[config.mk]
export PLATFORM = sky130hd
export DESIGN_NAME = core_rmw_sequencer
export DESIGN_NICKNAME = d
export VERILOG_FILES = /design/src/rtl/core_rmw_sequencer.sv
export SDC_FILE = /design/constraint.sdc
export NUM_CORES = 1
export LEC_CHECK = 0
export CORE_MARGIN = 8
export CORE_UTILIZATION = 40
export CTS_BUF_LIST = sky130_fd_sc_hd__clkbuf_8
export DETAILED_ROUTE_END_ITERATION = 6
export GPL_ROUTABILITY_DRIVEN = 1
export PLACE_DENSITY = 0.82
export SLEW_MARGIN = 5
export SYNTH_ARGS = -nofsm -noshare
export SYNTH_HDL_FRONTEND = slang
export SYNTH_SLANG_ARGS = --single-unit
[constraint.sdc]
create_clock -name I_clock -period 1.8 [get_ports I_clock]
set_input_delay 0.18 -clock I_clock [delete_from_list [all_inputs] [get_ports I_clock]]
set_output_delay 0.18 -clock I_clock [all_outputs]
set_load 0.02 [all_outputs]
[src/rtl/core_rmw_sequencer.sv]
// Read-modify-write sequencer for 6502 memory shift/rotate/inc/dec ops.
// Runs READ -> MODIFY (dummy write) -> WRITE and steers the core ALU for one cycle.
package core_rmw_pkg;
  typedef struct packed {
    logic clear_carry;
    logic set_carry;
    logic rotate_left;
    logic rotate_right;
    logic rhs_pos_one;
    logic rhs_neg_one;
    logic adc_rhs;
    logic result_sign;
    logic result_zero;
  } control_type;
endpackage

module core_rmw_sequencer
  import core_rmw_pkg::*;
#(
  parameter int ADDR_WIDTH  = 16,
  parameter bit DUMMY_WRITE = 1'b1
) (
  input  logic                  I_clock,
  input  logic                  I_reset,
  input  logic                  I_start,
  input  logic [2:0]            I_op,
  input  logic [ADDR_WIDTH-1:0] I_addr,
  input  logic                  I_ready,
  input  logic [7:0]            I_rdata,
  output logic [ADDR_WIDTH-1:0] O_addr,
  output logic                  O_read,
  output logic                  O_write,
  output logic [7:0]            O_wdata,
  output logic                  O_busy,
  output logic                  O_done,
  output control_type           O_alu_control,
  output logic [7:0]            O_alu_lhs,
  output logic [7:0]            O_alu_rhs,
  output logic                  O_alu_mask_p,
  input  logic [7:0]            I_alu_result
);

  localparam logic [1:0] S_IDLE   = 2'd0;
  localparam logic [1:0] S_READ   = 2'd1;
  localparam logic [1:0] S_MODIFY = 2'd2;
  localparam logic [1:0] S_WRITE  = 2'd3;

  logic [1:0]            state_q, state_d;
  logic [ADDR_WIDTH-1:0] addr_q, addr_d;
  logic [2:0]            op_q, op_d;
  logic [7:0]            operand_q, operand_d;
  logic [7:0]            result_q, result_d;
  logic [1:0]            out_state;
  logic                  is_nop;

  function automatic control_type op_control(input logic [2:0] op);
    control_type c;
    c = '0;
    case (op)
      3'd0: begin c.clear_carry = 1'b1; c.rotate_left  = 1'b1; c.set_carry = 1'b1; end
      3'd1: begin c.clear_carry = 1'b1; c.rotate_right = 1'b1; c.set_carry = 1'b1; end
      3'd2: begin c.rotate_left  = 1'b1; c.set_carry = 1'b1; end
      3'd3: begin c.rotate_right = 1'b1; c.set_carry = 1'b1; end
      3'd4: begin c.clear_carry = 1'b1; c.rhs_pos_one = 1'b1; c.adc_rhs = 1'b1; end
      3'd5: begin c.clear_carry = 1'b1; c.rhs_neg_one = 1'b1; c.adc_rhs = 1'b1; end
      default: c = '0;
    endcase
    if (op < 3'd6) begin
      c.result_sign = 1'b1;
      c.result_zero = 1'b1;
    end
    return c;
  endfunction

  assign is_nop = op_q[2] & op_q[1];

  // Reset forces the output decode to IDLE in the same cycle, so an abort
  // suppresses any pending bus write and the flag update immediately.
  assign out_state = I_reset ? S_IDLE : state_q;

  always_comb begin
    state_d   = state_q;
    addr_d    = addr_q;
    op_d      = op_q;
    operand_d = operand_q;
    result_d  = result_q;
    case (state_q)
      S_IDLE: begin
        if (I_start) begin
          addr_d  = I_addr;
          op_d    = I_op;
          state_d = S_READ;
        end
      end
      S_READ: begin
        if (I_ready) begin
          operand_d = I_rdata;
          state_d   = S_MODIFY;
        end
      end
      S_MODIFY: begin
        result_d = is_nop ? operand_q : I_alu_result;
        state_d  = S_WRITE;
      end
      S_WRITE: state_d = S_IDLE;
      default: state_d = S_IDLE;
    endcase
  end

  always_ff @(posedge I_clock) begin
    if (I_reset) begin
      state_q <= S_IDLE;
    end else begin
      state_q <= state_d;
    end
  end

  always_ff @(posedge I_clock) begin
    addr_q    <= addr_d;
    op_q      <= op_d;
    operand_q <= operand_d;
    result_q  <= result_d;
  end

  always_comb begin
    O_addr        = '0;
    O_read        = 1'b0;
    O_write       = 1'b0;
    O_wdata       = '0;
    O_busy        = 1'b0;
    O_done        = 1'b0;
    O_alu_control = '0;
    O_alu_lhs     = '0;
    O_alu_mask_p  = 1'b0;
    case (out_state)
      S_READ: begin
        O_addr = addr_q;
        O_read = 1'b1;
        O_busy = 1'b1;
      end
      S_MODIFY: begin
        O_addr        = addr_q;
        O_write       = DUMMY_WRITE;
        O_read        = ~DUMMY_WRITE;
        O_wdata       = operand_q;
        O_busy        = 1'b1;
        O_alu_control = op_control(op_q);
        O_alu_lhs     = operand_q;
        O_alu_mask_p  = ~is_nop;
      end
      S_WRITE: begin
        O_addr  = addr_q;
        O_write = 1'b1;
        O_wdata = result_q;
        O_busy  = 1'b1;
        O_done  = 1'b1;
      end
      default: O_busy = 1'b0;
    endcase
  end

  assign O_alu_rhs = 8'h00;

endmodule

* Yosys cells after proc, flatten, opt, wreduce, memory -nomap -nowiden
Index checks and enable logic that the tools add are counted.
Cells by class: magnitude comparators 1, equal/unequal tests 13, multiplexer cells 22, bitwise gates (word level) 2, reductions and logical operators 12
Operators with widths (count):
- 16-bit 2-to-1 mux | 1
- 8-bit 2-to-1 mux | 2
- 8-bit case mux with 2 select lines | 1
- 1-bit 2-to-1 mux | 12
- 9-bit 2-to-1 mux | 1
- 2-bit equality test, second input constant | 4
- 2-bit 2-to-1 mux | 4
- 2-bit case mux with 4 select lines | 1
- 2-bit OR reduction | 4
- 4-bit OR reduction | 2
- 3-bit by 2-bit equality test with 1-bit output, second input constant | 2
- 3-bit equality test, second input constant | 2
- 2-bit AND reduction | 3
- 2-bit by 1-bit equality test with 1-bit output, second input constant | 2
- 2-bit inequality test, second input constant | 2
- 3-bit by 1-bit equality test with 1-bit output, second input constant | 1
- 3-bit logical NOT | 1
- 3-bit < comparator, second input constant | 1
- 3-bit OR reduction | 1
- 2-bit logical NOT | 1
- 1-bit AND | 1
- 1-bit NOT | 1
Word-level totals: flip-flop bits (word level) 37, bits of input ports 39, output and inout bits 54, logic and storage cells 55

* Logic depth before layout (Yosys ltp)
Gate-level depths: netlist of the first run.
word-level depth 4, depth in mapped cells 5, mapped depth without buffers 5

* Worst setup path after synthesis of the first run
OpenSTA, ideal clock, no wires.
kind reg-to-output, from register op_q[1], to output port O_alu_control[4] (netlist bit), arrival time 1.501 ns, data required time 1.620 ns, path slack 0.119 ns, stages on the path, launching flop included 4, path buffers 0, cell sequence edfxtp_1 nor4b_4 and2_1 nor2b_1
RTL lines:
- from (decl) | RTL line 50 | logic [2:0] op_q, op_d;
- from (signal assigned) | RTL line 120 | op_q <= op_d;
- to (decl) | RTL line 36 | output control_type O_alu_control,

* Worst setup path in the final report of the first run
from register state_q[0], to output port O_wdata[6]
On the way: word-level cells in the longest chain between the ends 3, elaborated cells between the ends (all ways) 4, classes of those cells eq/ne: 2; mux: 2
RTL lines:
- from (decl) | RTL line 48 | logic [1:0] state_q, state_d;
- from (signal assigned) | RTL line 114 | state_q <= state_d;
- 2-bit 2-to-1 mux * | RTL line 79 | assign out_state = I_reset ? S_IDLE : state_q;
- 2-bit equality test | RTL line 135 | case (out_state)
- 8-bit case mux with 2 select lines * | RTL line 135
- to (decl) | RTL line 33 | output logic [7:0] O_wdata,
Every way passes the cells marked *; elsewhere a longest branch is shown, timed or not.

==> run summary, run 1 <==
via count: 1286
CP Capture Type: output port
CP required: 1.62 ns
die area: 6760 um2
die height: 82.2 um
DRT met1 WL: 1470 um
Max Root-Sink Buffers: 2
Placed Cells: 271
Max Used Layer: met4
clock latency on the worst-skew pair: 0.29 ns
Root Driver: clkbuf_8
first-pass GRT wire length: 6760 um
RR Endpoint: result_q[6]$_DFFE_PN_
Final Worst Setup Slack: 0.0803 ns
Worst EP arrival: 1.54 ns
clock skew: 0.00857 ns
CTS Buf Count: 5
Place WS: -0.357 ns
PortBufs: 84
ranking of synthesized cells by area: edfxtp_1 60%, and2_1 9.6%, mux2i_1 5.1%
final setup fails: 0
# DRC: 0
final period utilization: 0.955
wire length on met3: 647 um
Synth Cell Area: 1760 um2
Placer Congestion: 0.771
fin nets: 268
fin cells: 279
syn avg cell area: 13.5 um2
cts hold-fix bufs: 0
I/O pins: 93
largest net degree at the start of global routing: 20
Seq/Total Area, Yosys: 0.622
# diodes: 0
critical setup path kind: flip-flop to output port
path depth of the worst reg2reg path: 3
routed len/inst: 16.0 um
Reg clk slew, reported paths: 0.07 ns
layout cells sized above 1: 0.233
DP HPWL: 3610 um
Final Hold Viols: 0
Reg2Reg Setup Slack: 0.29 ns
FF-to-FF Start: op_q[1]$_DFFE_PP_
static leakage: 1.18 nW
post-synth top area share: 0.599
most frequent cells in the layout: 37 x clkdlybuf4s50_1, 35 x edfxtp_1, 26 x and2_1, 24 x dlygate4sd2_1, 16 x clkbuf_2
final wirelength: 4470 um
Netlist cell types: 24
postcts setup bufs: 0
area leader, netlist: edfxtp_1
top fanout value on the critical path: 9
worst hold stages: 1
Placeable Area: 4290 um2
CTS tree: yes
Vias per Instance: 4.61
RSZ-0062 raised after global routing: no
Worst Hold Class: primary input to flip-flop
hold path start: I_addr[8]
Pwr Density: 1080 nW/um2
Worst setup SP type: flip-flop
Final Cell Area: 2680 um2
Post-DP Area: 2690 um2
maximum vdd ir drop: 679 uV
number of max-cap violations: 0
chip width: 82.2 um
synth-to-layout area growth: 52.9%
initial drt markers: 55
met2 WL: 2300 um
synthesized netlist cell count: 130
H-tree depth: 2
most common cell after layout, fill and taps aside: clkdlybuf4s50_1
Synth Register Bits: 37
Total GRT Usage: 0.136
Tmin final: 1.72 ns
Detailed Routing Iterations Pass 1: 4
DRT antenna net count: 0
initial core utilization: 0.409
fmax: 0.581 GHz
status: finished clean
vias in the first global route: 1405
Slew Limit Fails: 0
initial antenna violation count: 0
yosys warns: 0
site row count: 24
Congestion Overflow GR: 0
hold path endpoint: addr_q[8]$_DFFE_PP_
clock sinks: 37
-- synth_stat cells --
master    instances
a21oi_1           2
a21oi_4           1
and2_1           27
and3_1            1
buf_2             2
buf_4            11
conb_1            1
dfxtp_1           2
edfxtp_1         35
ha_1              3
inv_1             3
inv_2             2
mux2_2            8
mux2i_1           9
nand2_1           2
nand2b_1          1
nand3_1           1
nor2_1           11
nor2b_1           2
nor3_1            2
nor3b_1           1
nor4b_4           1
o211a_1           1
or3_1             1
-- worst max-delay path: stages (launching register included) --
cell and delay, ns:
dfxtp_4 0.38, buf_8 0.14, buf_4 0.14, mux2i_1 0.21, nor2_1 0.07, dlygate4sd2_1 0.32
-- state kept, by name (all words and copies together), names as in the netlist --
register,count
result_q,8
addr_q,16
operand_q,8
state_q,2
op_q,3
-- repair_timing --
action / in CTS / in global routing
gates cloned: 0 / 0
pin swaps: 0 / 1
resized for setup: 60 / 40
setup endpoints to repair: 46 / 52
-- worst max path at each step --
stage                                  from  slack (ns)                to  cells after the start
floorplan                 op_q[1]$_DFFE_PP_        0.12  O_alu_control[4]                      3
global placement                    I_reset       -0.31      O_alu_mask_p                      6
detailed placement                  I_reset       -0.36  O_alu_control[0]                      6
CTS                                 I_reset       -0.07  O_alu_control[0]                      6
global route        state_q[0]$_SDFFE_PP0P_        0.02        O_wdata[6]                      5
finish              state_q[0]$_SDFFE_PP0P_        0.08        O_wdata[6]                      5
-- metrics by stage --
step / total power (W) / utilization / hold slack [ns] / setup TNS, ns
after floorplan: 0.00193 / - / 0.279 / 0
after CTS: 0.00294 / 0.636 / 0.432 / -0.0703
after global routing: 0.00307 / 0.625 / 0.435 / 0
after global placement: 0.00247 / 0.626 / 0.582 / -9.84
after detailed placement: 0.00250 / 0.626 / 0.594 / -10.59
final: 0.00291 / 0.625 / 0.444 / 0
-- area by class of cell --
class | instances | area [um2]
Timing Repair Buffer | 95 | 835
Clock buffer | 5 | 68.8
Multi-Input combinational cell | 82 | 589
Fill cell | 344 | 1610
Clock inverter | 3 | 11.3
Inverter | 5 | 18.8
Tap cell | 52 | 65.1
Sequential cell | 37 | 1100
-- power by group --
| part | total, W | internal [W] | switching [W] |
|---|---|---|---|
| logic | 0.00114 | 0.000511 | 0.000632 |
| clock network | 0.000520 | 0.000258 | 0.000262 |
| registers | 0.00125 | 0.00116 | 0.0000831 |
| total | 0.00291 | 0.00193 | 0.000977 |
-- kinds of logic after synthesis --
family / Yosys count / share of synthesized area
other cells: 1 / 0.00214
buf+inv: 18 / 0.0634
compound gates: 4 / 0.0207
flops: 37 / 0.622
mux: 17 / 0.103
simple gates: 50 / 0.168
fa+ha+maj: 3 / 0.0214
-- per-layer routing --
layer  up-vias  track usage
met5         -            0
met4         0       0.0474
met3         6       0.0823
met2        56        0.241
met1       600        0.125
li1        624            -
(Power assumes the default switching activity.)
==> run 2: changes to the inputs <==
- SLEW_MARGIN: 5 -> 30
==> results of run 2 <==
No change in the layout: final DEF, timing and power equal those of run 1.
